--- src/rtl/mux_n_pipe.sv ---
// N-input, W-bit registered selector feeding a STAGES-deep valid-tagged pipeline.
// Optional macro MUX_N_PIPE_ZERO_SQUASH_EN turns captures of a zero destination into bubbles.
module mux_n_pipe #(
  parameter int unsigned WIDTH  = 5,
  parameter int unsigned NUM_IN = 3,
  parameter int unsigned SEL_W  = 2,
  parameter int unsigned STAGES = 1
) (
  input  logic                    clk,
  input  logic                    reset,
  input  logic [NUM_IN*WIDTH-1:0] in_bus,
  input  logic [SEL_W-1:0]        sel,
  input  logic                    in_valid,
  input  logic                    stall,
  input  logic                    flush,
  output logic [WIDTH-1:0]        out_data,
  output logic                    out_valid,
  output logic                    sel_err
);

  logic [WIDTH-1:0]             pick_c;
  logic                         sel_oor_c;
  logic                         cap_valid_c;
  logic [STAGES-1:0][WIDTH-1:0] data_q;
  logic [STAGES-1:0]            valid_q;

  // Input 0 is the fallback for any select that names no input.
  always_comb begin
    pick_c = in_bus[WIDTH-1:0];
    for (int unsigned i = 0; i < NUM_IN; i++) begin
      if (sel == SEL_W'(i)) pick_c = in_bus[i*WIDTH +: WIDTH];
    end
  end

  assign sel_oor_c = (32'(sel) >= NUM_IN);

`ifdef MUX_N_PIPE_ZERO_SQUASH_EN
  assign cap_valid_c = in_valid & (pick_c != '0);
`else
  assign cap_valid_c = in_valid;
`endif

  // Pipeline: flush beats stall beats advance.
  always_ff @(posedge clk or posedge reset) begin
    if (reset) begin
      data_q  <= '0;
      valid_q <= '0;
    end else if (flush) begin
      data_q  <= '0;
      valid_q <= '0;
    end else if (!stall) begin
      data_q[0]  <= pick_c;
      valid_q[0] <= cap_valid_c;
      for (int unsigned k = 1; k < STAGES; k++) begin
        data_q[k]  <= data_q[k-1];
        valid_q[k] <= valid_q[k-1];
      end
    end
  end

  // Sticky out-of-range flag, only on advancing edges with a valid request.
  always_ff @(posedge clk or posedge reset) begin
    if (reset) begin
      sel_err <= 1'b0;
    end else if (!flush && !stall && in_valid && sel_oor_c) begin
      sel_err <= 1'b1;
    end
  end

  assign out_data  = data_q[STAGES-1];
  assign out_valid = valid_q[STAGES-1];

endmodule

--- config.mk ---
export PLATFORM = sky130hd
export DESIGN_NAME = mux_n_pipe
export DESIGN_NICKNAME = d
export VERILOG_FILES = /design/src/rtl/mux_n_pipe.sv
export SDC_FILE = /design/constraint.sdc
export NUM_CORES = 1
export LEC_CHECK = 0
export CORE_AREA = 10 10 47 49
export CTS_CLUSTER_SIZE = 20
export DETAILED_ROUTE_END_ITERATION = 10
export DIE_AREA = 0 0 57 59
export PLACE_DENSITY = 0.76
export SLEW_MARGIN = 20
export SYNTH_ARGS = -nofsm -noshare
export SYNTH_HDL_FRONTEND = slang
export SYNTH_SLANG_ARGS = --single-unit
--- constraint.sdc ---
create_clock -name clk -period 1.8 [get_ports clk]
set_input_delay 0.27 -clock clk [delete_from_list [all_inputs] [get_ports clk]]
set_output_delay 0.27 -clock clk [all_outputs]
set_load 0.02 [all_outputs]
==> results.toml, run 1 <==
[die]
core_area_um2 = 1401
die_y_um = 59
fp.dieW_um = 57
rows = 14
boundaryPins = 29
initial_utilization = 0.3009
die-area_um2 = 3363

[logic_synthesis]
synth.area.top_cells = "dfrtp_1 (42%), mux2i_1 (26%), o221ai_1 (10%)"
async_flop_share = 1.000
syn_nets = 58
netlist_area_um2 = 421.7
ys_types = 12
synth_top_area_cell = "dfrtp_1"
ys_ff_latch = 7
synth_flop_cell = "dfrtp_1"
netlist_instances = 36
synthTopCellsByCount = "mux2i_1 (11), dfrtp_1 (7), nand3b_1 (5), o221ai_1 (5)"
yosysSeqAreaShare = 0.4154
yosys.cell_count.top_type = "mux2i_1"
synth_edf_count = 0
synth_warnings = 0
synth.avg_cell_area_um2 = 11.71
synth.top_cell.area_share = 0.4154

[critical_path]
r2r-start = "out_data[2]$_DFFE_PP0P_"
arrival_ps = 1260
slowest_stage = "clkdlybuf4s50_1"
slowest_delay_ps = 630
worstSetupPathType = "reg -> out"
crit_start = "out_data[2]$_DFFE_PP0P_"
path_cells = "clkdlybuf4s50_1"
worstPathMaxFanout = 2
required_ps = 1530
end_kind = "output port"
crit_family = "buffers and inverters"
crit_buf_inv = 1
startpoint_type = "register"

[cts]
cts.clk_slew.worst_paths_ps = 60
clkSinkCount = 7
cts_tree = "built"
h-tree-depth = 1
clkLatencyLatePin_ps = 260
cts_root_buf = "clkbuf_4"
cts_max_path_buffers = 2
cts_setup_buffers = 0
ctsHoldBuffers = 0
cts_resized = 0
cts_inserted_buffers = 3

[flow_run]
drv_cap = 0

[sta]
grt_setup_unrepaired = "no"
maxClockFrequency_mhz = 655.5
relSlewSlack = 0.8249
min_period_ps = 1526
hold_viol = 0
setup_viol = 0
slew_violations = 0
worstMarginPinSlew_ps = 262.4
post-route-period-util = 0.8475
setup_tns_ps = 0
clock_skew_ps = 0

[place]
place_hpwl_um = 1090
io_buffers = 28
gp_congestion = 0.7599

[global_route]
antenna_found_initial = 0
grt_pass1_wl_um = 2159
grt_usage = 0.08264
grt_pass1_vias = 439
grt_overflow = 0
grt_max_degree = 12

[power]
p_per_area_nw_per_um2 = 635.0
vdd_drop_max_mv = 0.3217
p_seq_frac = 0.378
swShare = 0.2759
p_int_mw = 0.3435
switchingPower_mw = 0.1309
leakagePower_nw = 0.3190
clkPwrFrac = 0.319
pwr-share-comb = 0.303

[drt]
drt-initial-drc-count = 9
final_antenna_net_count = 0
vias = 426
first_pass_iters = 4
via_per_inst = 5.071
drt_wl_total_um = 1350
wire_per_inst_um = 16.07
drc = 0

[cells_and_area]
layout.nets = 91
ff_latch_area_um2 = 175.2
multi_input_area_um2 = 226.5
fin_util = 0.5330
final_layout_size_suffix_gt1_frac = 0.07353
diodes = 0
nFillCells = 140
syn_to_final_growth_pct = 77.15

[min_path]
hold_path.class = "in -> async"

[status]
status = "finished, final reports clean"
==> layer usage <==
metal  vias up  routed length [µm]  global-route usage
met5         -                   0                   0
met4         0                  17             0.05034
met3         2                 164             0.05365
met2        23                 606              0.1147
met1       194                 562             0.09190
li1        207                   -                   -
==> metrics by stage <==
step | area (µm²) | cells | hold slack [ps] | power [mW] | setup slack, ps
4_1_cts | 747.0 | 84 | 247.9 | 0.4813 | 272.6
3_5_place_dp | 720.7 | 80 | 487.9 | 0.3275 | 211.1
6_report | 747.0 | 84 | 237.3 | 0.4744 | 274.5
2_1_floorplan | 421.7 | 36 | 73.40 | 0.2398 | 738.2
3_3_place_gp | 720.7 | 80 | 467.0 | 0.3260 | 234.0
5_1_grt | 747.0 | 84 | 262.4 | 0.5014 | 238.0
==> flip-flops by register name, indices dropped and copies added (netlist names) <==
signal,flops
sel_err,1
out_data,5
out_valid,1
==> cell usage in the layout (no fill, tap or decap), drive strengths merged <==
cell	Yosys	layout
dfrtp	7	7
nor2	1	1
nand4b	1	1
clkdlybuf4s50	0	28
nand3b	5	5
o21bai	1	1
o221ai	5	5
buf	2	2
inv	1	1
or3	1	1
mux2i	11	11
clkbuf	0	4
or3b	1	1
==> power by group through the flow <==
stage / Sequential [mW] / Clock, mW / Combinational [mW]
floorplan: 0.198 / 0 / 0.0420
global placement: 0.182 / 0 / 0.144
detailed placement: 0.182 / 0 / 0.145
CTS: 0.180 / 0.155 / 0.146
global route: 0.181 / 0.164 / 0.157
finish: 0.179 / 0.151 / 0.144
==> cell type report <==
type / instances / area share
tap: 16 / 0.02680
timing repair buffer: 30 / 0.3953
sequential: 7 / 0.2345
inverter: 1 / 0.005025
clock buffer: 4 / 0.03518
multi-input combinational: 26 / 0.3032
==> worst register-to-register path, delay by kind of cell (launching register included) <==
kind             cells  cell delay [ps]
AND/OR/NAND/NOR      1               90
AO/OA/AOI/OAI        1              100
flip-flops           1              400
==> cells by family (layout without fill, tap and decap cells) <==
kind of cell / count (synthesis) / count (layout) / share of synthesized area
buf+inv: 3 / 35 / 0.04746
flops: 7 / 7 / 0.4154
mux: 11 / 11 / 0.2611
compound gates: 6 / 6 / 0.1217
simple gates: 9 / 9 / 0.1543
==> worst paths after layout <==
check | cells past startpoint | slack [ps] | to
max reg2reg | 2 | 1080 | out_data[2]$_DFFE_PP0P_
max | 1 | 270 | out_data[2]
min in group clk | 1 | 490 | sel_err$_DFFE_PP0P_
max in group asynchronous | 2 | 1350 | out_valid$_DFFE_PP0P_
min | 2 | 240 | sel_err$_DFFE_PP0P_
min reg2reg | 1 | 490 | sel_err$_DFFE_PP0P_
Note: power is estimated with default switching activity, not from simulation.
==> run 2: changes to the inputs <==
--- a/config.mk
+++ b/config.mk
@@ -5,10 +5,10 @@
 export SDC_FILE = /design/constraint.sdc
 export NUM_CORES = 1
 export LEC_CHECK = 0
-export CORE_AREA = 10 10 47 49
+export CORE_MARGIN = 10
+export CORE_UTILIZATION = 30
 export CTS_CLUSTER_SIZE = 20
 export DETAILED_ROUTE_END_ITERATION = 10
-export DIE_AREA = 0 0 57 59
 export PLACE_DENSITY = 0.76
 export SLEW_MARGIN = 20
 export SYNTH_ARGS = -nofsm -noshare
==> constraint.sdc (replaced) <==
create_clock -name clk -period 1.4 [get_ports clk]
set_input_delay 0.21 -clock clk [delete_from_list [all_inputs] [get_ports clk]]
set_output_delay 0.21 -clock clk [all_outputs]
set_load 0.02 [all_outputs]
==> run 2 against run 1 <==
Register-to-register slack worse by 390 ps. Combinational power up 26%. Wire length increased by 1.1%. Final cell count is 1.2% higher. Final area increased by 2.3%. Core utilization grew 4.7 points. Worst setup slack worse by 67 ps. Global-route usage barely moved.
==> results.toml, run 2 (synthesis gave the netlist of run 1 again) <==
[cts]
clkSinkCount = 7
cts_root_buf = "clkbuf_4"
clkLatencyLatePin_ps = 240
cts_inserted_buffers = 3
cts_max_path_buffers = 2
cts_tree = "built"
cts_setup_buffers = 0
cts.clk_slew.worst_paths_ps = 60
h-tree-depth = 1

[power]
p_seq_frac = 0.387
p_per_area_nw_per_um2 = 778.1
pwr-share-comb = 0.304
p_int_mw = 0.4356
leakagePower_nw = 0.3553
switchingPower_mw = 0.1592
swShare = 0.2676
clkPwrFrac = 0.308
vdd_drop_max_mv = 0.5257

[sta]
min_period_ps = 1193
maxClockFrequency_mhz = 838.4
post-route-period-util = 0.8519
grt_setup_unrepaired = "no"
holdWs_ps = 191.7
worstMarginPinSlew_ps = 279.1
relSlewSlack = 0.8137
hold_viol = 0
setup_viol = 0
slew_violations = 0
setup_ws_ps = 207.3
clock_skew_ps = 0

[drt]
first_pass_iters = 2
via_per_inst = 5.129
drc = 0
final_antenna_net_count = 0
drt_wl_total_um = 1365
drt-initial-drc-count = 5
wire_per_inst_um = 16.06
vias = 436

[critical_path]
end_kind = "register"
arrival_ps = 1350
slowest_stage = "clkdlybuf4s50_1"
startpoint_type = "input pin"
crit_buf_inv = 1
required_ps = 1560
crit_family = "buffers and inverters"
worstPathMaxFanout = 5
worstSetupPathType = "in -> reg"
slowest_delay_ps = 480
path_cells = "clkdlybuf4s50_1 -> or3b_1 -> o221ai_1"

[place]
gp_congestion = 0.7426
place_hpwl_um = 1164
io_buffers = 28
dpl_worst_slack_ps = -59.31

[global_route]
grt_pass1_vias = 492
grt_overflow = 0
grt_pass1_wl_um = 2208
grt_max_degree = 12
grt_usage = 0.08260
antenna_found_initial = 0

[die]
initial_utilization = 0.3200
rows = 13
boundaryPins = 29
die_y_um = 57.49
fp.dieW_um = 57.49
core_area_um2 = 1318
die-area_um2 = 3305

[cells_and_area]
syn_to_final_growth_pct = 81.31
diodes = 0
final_common_cell = "clkdlybuf4s50_1"
layout.nets = 93
largest_register_ffs = 5
final_layout_size_suffix_gt1_frac = 0.1000
final_cell_mix = "clkdlybuf4s50_1 (21), mux2i_1 (11), dfrtp_1 (7), dlygate4sd2_1 (7)"

[status]
status = "finished, final reports clean"

[min_path]
hold_path.class = "in -> async"

[flow_run]
drv_cap = 0
## run 2: changes by cell type in the layout (fill, tap and decap cells not counted)
| cell | change |
|---|---|
| buf_12 | +1 |
| buf_4 | +1 |
| clkdlybuf4s50_1 | -7 |
| dlygate4sd2_1 | +7 |
## run 2: area by class of cell
class                   instances  area [µm²]
repair buffers                 32       314.1
multi-input cells              26       226.5
flip-flops and latches          7       175.2
well taps                      15       18.77
fillers                       136       553.0
clock buffers                   4       26.28
inverters                       1       3.754
## run 2: stage by stage
step / total power, mW / cell area [µm²] / TNS [ps] / cells / util
after floorplan: 0.3083 / 421.7 / 0 / 36 / -
after global placement: 0.4286 / 747.0 / -60.75 / 81 / 0.5670
after detailed placement: 0.4305 / 747.0 / -197.2 / 81 / 0.5670
after CTS: 0.6057 / 764.5 / 0 / 85 / 0.5802
after global routing: 0.6343 / 764.5 / 0 / 85 / 0.5802
final: 0.5948 / 764.5 / 0 / 85 / 0.5802
## run 2: final timing paths
check,endpoint,depth (start not counted),slack (ps),from
hold / removal,out_valid$_DFFE_PP0P_,2,190,reset
setup / recovery,out_data[3]$_DFFE_PP0P_,3,210,sel[1]
min in group clk,sel_err$_DFFE_PP0P_,1,480,sel_err$_DFFE_PP0P_
max in group asynchronous,out_data[3]$_DFFE_PP0P_,2,990,reset
hold reg to reg,sel_err$_DFFE_PP0P_,1,480,sel_err$_DFFE_PP0P_
setup reg to reg,out_data[3]$_DFFE_PP0P_,2,690,out_data[3]$_DFFE_PP0P_
## run 2: worst reg2reg max path: stages, from the launching register on
cell      delay, ps
dfrtp_1         380
nand3b_1         90
o221ai_1        100
## run 2: power by group through the flow
stage / Sequential [mW] / Combinational [mW] / Clock (mW)
floorplan: 0.254 / 0.0540 / 0
global placement: 0.234 / 0.194 / 0
detailed placement: 0.234 / 0.197 / 0
CTS: 0.230 / 0.184 / 0.191
global route: 0.232 / 0.195 / 0.207
finish: 0.230 / 0.181 / 0.183
## run 2: what timing repair did
item / 4_1_cts / 5_1_grt
setup endpoints to repair: 7 / 0
gates resized for setup: 7 / 0
hold buffers: 0 / 0
## run 2: per-layer routing
metal | part of all wire | up-vias | GRT usage
met5 | 0 | - | 0
met4 | 0 | 0 | 0.03020
met2 | 0.48 | 18 | 0.1350
li1 | - | 212 | -
met3 | 0.089 | 0 | 0.04204
met1 | 0.44 | 206 | 0.08878
==> run 3: changes to the inputs <==
--- a/config.mk
+++ b/config.mk
@@ -9,7 +9,7 @@
 export CORE_UTILIZATION = 30
 export CTS_CLUSTER_SIZE = 20
 export DETAILED_ROUTE_END_ITERATION = 10
-export PLACE_DENSITY = 0.76
+export PLACE_DENSITY = 0.7
 export SLEW_MARGIN = 20
 export SYNTH_ARGS = -nofsm -noshare
 export SYNTH_HDL_FRONTEND = slang
==> run 3 against run 2 <==
Critical path depth did not move. Global-route usage rose by 0.36 points. Wire length rose by 5.9%. Critical endpoint is now out_data[2]$_DFFE_PP0P_. Via count rose by 0.46%. Largest cell class unchanged. Sequential share of layout area fell by 0.22 points. Hold slack got worse by 13 ps. Fmax fell by 2.3%. Combinational power rose by 3%. Clock skew did not move. Total power rose by 4.1%. First-iteration DRC count did not move. Sequential power barely moved.
==> results.toml, run 3 (synthesis gave the netlist of run 1 again) <==
[flow_run]
drv_cap = 0

[die]
rows = 13
initial_utilization = 0.3200
die-area_um2 = 3305
core_area_um2 = 1318
die_y_um = 57.49
boundaryPins = 29
fp.dieW_um = 57.49

[cts]
cts_root_buf = "clkbuf_4"
h-tree-depth = 1
clkSinkCount = 7
ctsHoldBuffers = 0
clkLatencyLatePin_ps = 270
cts.clk_slew.worst_paths_ps = 60
cts_max_path_buffers = 2
cts_setup_buffers = 0
cts_resized = 7
cts_inserted_buffers = 3
cts_tree = "built"

[cells_and_area]
final_common_cell = "clkdlybuf4s50_1"
multi_input_area_um2 = 226.5
largest_register_ffs = 5
final_cell_mix = "clkdlybuf4s50_1 (21), mux2i_1 (11), dfrtp_1 (7), dlygate4sd2_1 (7)"
ff_latch_area_um2 = 175.2
diodes = 0
syn_to_final_growth_pct = 83.09
final_layout_size_suffix_gt1_frac = 0.1127
layout.nets = 94
nFillCells = 116

[power]
leakagePower_nw = 0.3601
vdd_drop_max_mv = 0.4417
swShare = 0.2919
switchingPower_mw = 0.1808
pwr-share-comb = 0.300
p_per_area_nw_per_um2 = 802.1
p_seq_frac = 0.371
total_power_mw = 0.6192
clkPwrFrac = 0.329
p_int_mw = 0.4384

[drt]
drc = 0
wire_per_inst_um = 16.81
vias = 438
drt-initial-drc-count = 5
via_per_inst = 5.093
final_antenna_net_count = 0
first_pass_iters = 4
drt_wl_total_um = 1446

[sta]
setup_viol = 0
min_period_ps = 1221
hold_viol = 0
slew_violations = 0
holdWs_ps = 178.7
worstMarginPinSlew_ps = 302.1
maxClockFrequency_mhz = 819.1
relSlewSlack = 0.7984
post-route-period-util = 0.8720
grt_setup_unrepaired = "no"
clock_skew_ps = 0
setup_ws_ps = 179.2

[critical_path]
worstSetupPathType = "in -> reg"
worstPathMaxFanout = 5
required_ps = 1580
arrival_ps = 1400
startpoint_type = "input pin"
end_kind = "register"

[status]
status = "finished, final reports clean"

[global_route]
grt_pass1_vias = 464
grt_usage = 0.08619
grt_pass1_wl_um = 2263
grt_overflow = 0
grt_max_degree = 12
antenna_found_initial = 0

[place]
dpl_worst_slack_ps = -84.88
io_buffers = 28
place_hpwl_um = 1143
gp_congestion = 0.7115

[min_path]
hold_path.class = "in -> async"
[run 3: path summary, 6_finish.rpt]
check | start | end | slack [ps] | depth (start not counted)
setup / recovery | stall | out_data[2]$_DFFE_PP0P_ | 180 | 3
hold / removal | reset | out_data[2]$_DFFE_PP0P_ | 180 | 2
setup reg to reg | out_data[2]$_DFFE_PP0P_ | out_data[2]$_DFFE_PP0P_ | 700 | 2
hold reg to reg | sel_err$_DFFE_PP0P_ | sel_err$_DFFE_PP0P_ | 500 | 1
max in group asynchronous | reset | out_data[1]$_DFFE_PP0P_ | 990 | 2
min in group clk | sel_err$_DFFE_PP0P_ | sel_err$_DFFE_PP0P_ | 500 | 1
[run 3: final cells by class]
| type | instances | area share |
|---|---|---|
| clock buffer | 4 | 0.03404 |
| inverter | 1 | 0.004862 |
| multi-input combinational | 26 | 0.2934 |
| sequential | 7 | 0.2269 |
| tap | 15 | 0.02431 |
| timing repair buffer | 33 | 0.4165 |
[run 3: layer usage]
| layer | wire length, µm | global-route usage |
|---|---|---|
| met1 | 666 | 0.1075 |
| met2 | 554 | 0.1089 |
| met3 | 202 | 0.05088 |
| met4 | 23 | 0.05034 |
| met5 | 0 | 0 |
[run 3: per-stage QoR]
stage               TNS (ps)  utilization  cell area [µm²]  cells
floorplan                  0            -            421.7     36
global route               0       0.5859            772.0     86
finish                     0       0.5859            772.0     86
CTS                        0       0.5859            772.0     86
detailed placement    -350.6       0.5727            754.5     82
global placement      -209.6       0.5727            754.5     82
[run 3: power by group through the flow]
| stage | combinational [mW] | sequential, mW | clock [mW] |
|---|---|---|---|
| after floorplan | 0.0540 | 0.254 | 0 |
| after global placement | 0.196 | 0.234 | 0 |
| after detailed placement | 0.199 | 0.233 | 0 |
| after CTS | 0.188 | 0.230 | 0.202 |
| after global routing | 0.200 | 0.231 | 0.212 |
| final | 0.186 | 0.229 | 0.204 |
[run 3: critical path, stage by stage]
cell,delay [ps]
clkdlybuf4s50_1,480
or3b_1,480
o221ai_1,230
